**src/rtl/miriscv_wb_stage.sv**
```systemverilog
// miriscv_wb_stage: writeback stage picking ALU/MDU/LSU/CSR result and writing the register file.
// Optional feature macro: MIRISCV_WB_FWD_EN adds the forwarding outputs.
// Ports:
//   clk_i, arstn_i            clock, async active-low reset
//   ex_*                      instruction handshake and payload from execute
//   mdu_valid_i/mdu_result_i  MDU result pulse
//   lsu_valid_i/lsu_rdata_i   LSU load data pulse
//   kill_i                    flush held instruction
//   rf_we_o/rf_waddr_o/rf_wdata_o  register-file write port
//   busy_o                    stage holds an instruction
//   fwd_*                     forwarding view of the write port (MIRISCV_WB_FWD_EN only)
module miriscv_wb_stage #(
  parameter int XLEN      = 32,
  parameter int RF_ADDR_W = 5
) (
  input  logic                 clk_i,
  input  logic                 arstn_i,
  input  logic                 ex_valid_i,
  output logic                 ex_ready_o,
  input  logic [1:0]           ex_wb_src_i,
  input  logic                 ex_rd_we_i,
  input  logic [RF_ADDR_W-1:0] ex_rd_addr_i,
  input  logic [XLEN-1:0]      ex_alu_result_i,
  input  logic [XLEN-1:0]      ex_csr_rdata_i,
  input  logic                 mdu_valid_i,
  input  logic [XLEN-1:0]      mdu_result_i,
  input  logic                 lsu_valid_i,
  input  logic [XLEN-1:0]      lsu_rdata_i,
  input  logic                 kill_i,
  output logic                 rf_we_o,
  output logic [RF_ADDR_W-1:0] rf_waddr_o,
  output logic [XLEN-1:0]      rf_wdata_o,
  output logic                 busy_o
`ifdef MIRISCV_WB_FWD_EN
  ,
  output logic                 fwd_valid_o,
  output logic [RF_ADDR_W-1:0] fwd_addr_o,
  output logic [XLEN-1:0]      fwd_data_o,
  output logic                 fwd_pending_o
`endif
);
  typedef enum logic [1:0] {IDLE, WAIT, WRITE} state_e;
  localparam logic [1:0] SRC_ALU = 2'd0, SRC_MDU = 2'd1, SRC_LSU = 2'd2;
  state_e                 state_q, state_d;
  logic [1:0]             src_q, src_d;
  logic                   rd_we_q, rd_we_d;
  logic [RF_ADDR_W-1:0]   rd_addr_q, rd_addr_d, waddr_q, waddr_d;
  logic [XLEN-1:0]        wdata_q, wdata_d, unit_data;
  logic                   wen_q, wen_d, accept, unit_valid, need_unit;
  always_ff @(posedge clk_i or negedge arstn_i)
    if (!arstn_i) state_q <= IDLE;
    else          state_q <= state_d;
  // WAIT only resolves on the held unit's pulse; kill overrides everything.
  always_comb
    state_d = kill_i             ? IDLE :
              (state_q == WAIT)  ? (unit_valid ? WRITE : WAIT) :
              accept             ? ((need_unit && !unit_valid) ? WAIT : WRITE) :
                                   IDLE;
  always_comb begin
    ex_ready_o = (state_q != WAIT) && !kill_i;
    busy_o     = state_q != IDLE;
    rf_we_o    = wen_q && !kill_i;
  end
  assign accept     = ex_valid_i && ex_ready_o;
  assign rf_waddr_o = waddr_q;
  assign rf_wdata_o = wdata_q;
  always_comb begin
    src_d      = accept ? ex_wb_src_i  : src_q;
    rd_we_d    = accept ? ex_rd_we_i   : rd_we_q;
    rd_addr_d  = accept ? ex_rd_addr_i : rd_addr_q;
    unit_valid = (src_d == SRC_MDU) ? mdu_valid_i : lsu_valid_i;
    need_unit  = rd_we_d && (src_d == SRC_MDU || src_d == SRC_LSU);
    unit_data  = (src_d == SRC_ALU) ? ex_alu_result_i :
                 (src_d == SRC_MDU) ? mdu_result_i :
                 (src_d == SRC_LSU) ? lsu_rdata_i : ex_csr_rdata_i;
    // Address/data registers only move for a real write so they never toggle while rf_we_o is low.
    wen_d      = (state_d == WRITE) && rd_we_d && (rd_addr_d != '0);
    waddr_d    = wen_d ? rd_addr_d : waddr_q;
    wdata_d    = wen_d ? unit_data : wdata_q;
  end
  always_ff @(posedge clk_i or negedge arstn_i)
    if (!arstn_i) begin
      src_q     <= '0;
      rd_we_q   <= 1'b0;
      rd_addr_q <= '0;
      wen_q     <= 1'b0;
      waddr_q   <= '0;
      wdata_q   <= '0;
    end else begin
      src_q     <= src_d;
      rd_we_q   <= rd_we_d;
      rd_addr_q <= rd_addr_d;
      wen_q     <= wen_d;
      waddr_q   <= waddr_d;
      wdata_q   <= wdata_d;
    end
`ifdef MIRISCV_WB_FWD_EN
  assign fwd_valid_o   = rf_we_o;
  assign fwd_addr_o    = rf_waddr_o;
  assign fwd_data_o    = rf_wdata_o;
  assign fwd_pending_o = (state_q == WAIT) && rd_we_q;
`endif
endmodule

```
**config.mk**
```make
export PLATFORM = sky130hd
export DESIGN_NAME = miriscv_wb_stage
export DESIGN_NICKNAME = d
export VERILOG_FILES = /design/src/rtl/miriscv_wb_stage.sv
export SDC_FILE = /design/constraint.sdc
export NUM_CORES = 1
export LEC_CHECK = 0
export CORE_ASPECT_RATIO = 1.75
export CORE_MARGIN = 2
export CORE_UTILIZATION = 40
export DETAILED_ROUTE_END_ITERATION = 10
export GPL_ROUTABILITY_DRIVEN = 0
export GPL_TIMING_DRIVEN = 1
export PLACE_DENSITY = 0.86
export SKIP_LAST_GASP = 1
export SYNTH_ARGS = -nofsm -noshare
export SYNTH_HDL_FRONTEND = slang
export SYNTH_SLANG_ARGS = --single-unit
```
**constraint.sdc**
```tcl
create_clock -name clk_i -period 4.4 [get_ports clk_i]
set_clock_uncertainty 0.05 [all_clocks]
set_input_delay 0.66 -clock clk_i [delete_from_list [all_inputs] [get_ports clk_i]]
set_output_delay 0.66 -clock clk_i [all_outputs]
set_load 0.02 [all_outputs]
```
==> impl_metrics.json <==
{
  "cts_made_buffers": 5,
  "path_cells": "clkdlybuf4s50_1, nor2b_4, nand2_4, mux2_2, inv_1, ha_1, nand2_1, and3_2, o31ai_4, buf_4, mux2_1",
  "route.final.wire_length_mm": 9.53,
  "fin_util_pct": 68.7,
  "tritoncts": "done",
  "crit-reg2reg-launch": "state_q[1]",
  "row_count": 41,
  "number_of_sinks_handled_by_clock_tree_synthesis": 48,
  "layout-drive-gt1-share_pct": 10.2,
  "groute.usage.overall_pct": 23.3,
  "clock_insertion_delay_worst_skew_ns": 0.28,
  "clk_pin_slew_worst_paths_ns": 0.07,
  "relSlewSlack_pct": 31.0,
  "detail_route.iter0.violations": 126,
  "req_time_crit_path_ns": 4.51,
  "critPathArrivalTime_ns": 3.56,
  "finalHoldViolCount": 0,
  "dpl.hpwl_mm": 7.68,
  "worstSetupPathType": "primary input to flop",
  "first_pass_iters": 4,
  "maxCapViolations": 0,
  "area_growth_pct": 67.8,
  "timing.rr.end": "rf_waddr_o[4]",
  "routed_via_density": 5.37,
  "min-delay-path-class": "flop to flop",
  "run_status": "finished clean",
  "vdd_ir_drop_max_mv": 0.258,
  "reg2reg_depth": 10,
  "syn_area_per_cell_um2": 9.25,
  "rsz0062_at_grt": "false",
  "syn_nets": 461,
  "min_period_over_period_pct": 78.4,
  "path_max_fanout": 13,
  "final.min_clock_period_ns": 3.45,
  "chipWidth_um": 68.8,
  "netlist-cell-type-count": 43,
  "cts_max_path_buffers": 2,
  "grt.overflow.total": 0,
  "worstMarginPinSlew_ns": 1.03,
  "insertedDiodeCount": 0,
  "end_kind": "flop",
  "static_leakage_power_nw": 2.06,
  "endpoint": "rf_waddr_o[4]",
  "critical_path_depth": 11,
  "number_of_gates_resized_after_cts": 0,
  "timing.hold.ws_ns": 0.428,
  "finalSetupViolations": 0,
  "ys_seq_elements": 48,
  "htree_levels": 2,
  "critPathLaunch": "ex_valid_i",
  "final-max-slew-violation-count": 0,
  "r2r_setup_slk_ns": 1.55,
  "grt_pass1_wl_mm": 14.4,
  "antenna_found_initial": 0,
  "ys_seq_area_share_pct": 40.8,
  "via_count": 3105,
  "critical-path-slowest-cell": "sky130_fd_sc_hd__clkdlybuf4s50_1",
  "achievable-frequency_mhz": 290,
  "routed_length_per_instance_um": 16.5,
  "cts-root-buf": "sky130_fd_sc_hd__clkbuf_16",
  "timing.critical_path.from_type": "primary input",
  "die-area_um2": 8090,
  "io_buf_count": 181,
  "power_density_nw_per_um2": 485,
  "drc": 0,
  "critPathMaxStageDelay_ns": 0.55,
  "initial_utilization_pct": 41.0,
  "first_global_vias": 3192,
  "final_net_count": 634,
  "count_of_yosys_warnings_during_synthesis": 0,
  "post_cts_hold_buffer_count": 0,
  "io_pins": 182,
  "post_synth_inst_count": 318,
  "largest_net_degree_at_the_start_of_global_routing": 49,
  "totalNegativeSetupSlack_ns": 0,
  "critPathBufInv": 3,
  "vertical_extent_of_the_die_um": 117,
  "netlist_area_pre_place_um2": 2940,
  "detail-route-antenna-nets": 0,
  "cp_top_family": "buffers and inverters",
  "cts.repair_timing.setup_buffer_count": 0,
  "core_region_area_um2": 7180
}
cells in the final DEF, fill, tap and decap left out, types with 2 or more instances in the layout:
master | synthesis | routed
sky130_fd_sc_hd__dfrtp_1 | 48 | 48
sky130_fd_sc_hd__o21ai_1 | 22 | 22
sky130_fd_sc_hd__or4_1 | 2 | 2
sky130_fd_sc_hd__o22ai_1 | 26 | 26
sky130_fd_sc_hd__o21ai_0 | 2 | 2
sky130_fd_sc_hd__o31ai_1 | 10 | 10
sky130_fd_sc_hd__clkdlybuf4s50_1 | 0 | 180
sky130_fd_sc_hd__and3_1 | 11 | 11
sky130_fd_sc_hd__mux2_4 | 3 | 3
sky130_fd_sc_hd__clkbuf_16 | 0 | 5
sky130_fd_sc_hd__o31a_1 | 16 | 16
sky130_fd_sc_hd__nor2b_1 | 2 | 2
sky130_fd_sc_hd__a222oi_1 | 6 | 6
sky130_fd_sc_hd__inv_1 | 4 | 4
sky130_fd_sc_hd__and2_1 | 2 | 2
sky130_fd_sc_hd__or2b_1 | 3 | 3
sky130_fd_sc_hd__nand2_1 | 74 | 74
sky130_fd_sc_hd__mux2_2 | 22 | 22
sky130_fd_sc_hd__mux2i_1 | 3 | 2
sky130_fd_sc_hd__mux2_1 | 5 | 5
sky130_fd_sc_hd__nor2_1 | 18 | 18
sky130_fd_sc_hd__buf_4 | 2 | 5
synth_stat cells, drive strengths merged:
| cell | instances | area [µm²] |
|---|---|---|
| buf | 10 | 61.3 |
| a21oi | 1 | 5.00 |
| or3 | 1 | 6.26 |
| nor2b | 3 | 26.3 |
| or2 | 1 | 6.26 |
| dfrtp | 48 | 1200 |
| nand2 | 75 | 289 |
| and3 | 12 | 76.3 |
| nor3 | 1 | 5.00 |
| nand3b | 1 | 7.51 |
| o211a | 1 | 10.0 |
| nor2 | 18 | 67.6 |
| o31ai | 11 | 96.3 |
| o31a | 16 | 140 |
| o211ai | 1 | 7.51 |
| or4 | 2 | 15.0 |
| or2b | 4 | 31.3 |
| a21o | 1 | 7.51 |
| mux2i | 4 | 52.6 |
| inv | 5 | 18.8 |
| mux2 | 30 | 349 |
| ha | 1 | 12.5 |
| o21ai | 24 | 120 |
| a222oi | 6 | 60.1 |
| and2 | 3 | 20.0 |
| nand2b | 1 | 13.8 |
| a31oi | 1 | 6.26 |
| o22ai | 26 | 163 |
| clkbuf | 10 | 67.6 |
flip-flops by register name, summed over array words and instances (netlist names):
signal	cells
rf_wdata_o	32
rd_addr_q	5
rf_waddr_o	5
src_q	2
state_q	2
rd_we_q	1
wen_q	1
routing by layer:
layer	part of all wire, %	vias up	track usage [%]
li1	-	1503	-
met1	35	1435	23.5
met2	53	153	43.9
met3	10	14	5.35
met4	1.9	0	7.60
met5	0	-	0
tightest hold or removal path, stage by stage, from the launching register on:
cell                      delay (ns)
sky130_fd_sc_hd__dfrtp_1        0.34
sky130_fd_sc_hd__nand2_1        0.05
sky130_fd_sc_hd__o31ai_1        0.05
through the flow:
stage	power (W)	instances	area [µm²]	setup slack (ns)
global route	0.00253	578	4940	0.725
CTS	0.00242	578	4940	0.950
detailed placement	0.00199	570	4770	0.705
global placement	0.00196	570	4770	0.790
floorplan	0.00138	318	2940	1.64
finish	0.00240	578	4940	0.951
cell type report:
type                            instances  area [µm²]
Tap cell                               86         108
Clock inverter                          3        42.5
Fill cell                             585        2240
Timing Repair Buffer                  186        1840
Inverter                                5        18.8
Clock buffer                            5         125
Multi-Input combinational cell        245        1600
Sequential cell                        48        1200
power breakdown:
group	internal, W	switching, W	leakage (nW)
sequential	0.000628	0.000112	0.588
clock	0.000267	0.000159	0.0798
combinational	0.000632	0.000598	1.40
cells by family after synthesis:
| group | after synthesis | share of synthesized area, % |
|---|---|---|
| flip-flops | 48 | 40.8 |
| AND/OR/NAND/NOR | 122 | 19.2 |
| AO/OA/AOI/OAI | 88 | 20.9 |
| multiplexers | 34 | 13.6 |
| adder cells (fa/ha/maj) | 1 | 0.425 |
| buffers and inverters | 25 | 5.02 |
how the worst min path moves through the flow:
stage / slack, ns / endpoint / cells past startpoint / start
6_report: 0.43 / rf_wdata_o[9] / 2 / rf_wdata_o[9]
4_1_cts: 0.43 / rf_wdata_o[9] / 2 / rf_wdata_o[9]
3_5_place_dp: 0.42 / rf_wdata_o[9] / 2 / rf_wdata_o[9]
5_1_grt: 0.46 / rf_wdata_o[9] / 2 / rf_wdata_o[9]
3_3_place_gp: 0.41 / rf_wdata_o[30] / 2 / rf_wdata_o[30]
2_1_floorplan: 0.31 / rd_addr_q[0] / 0 / arstn_i
(Power assumes the default switching activity.)
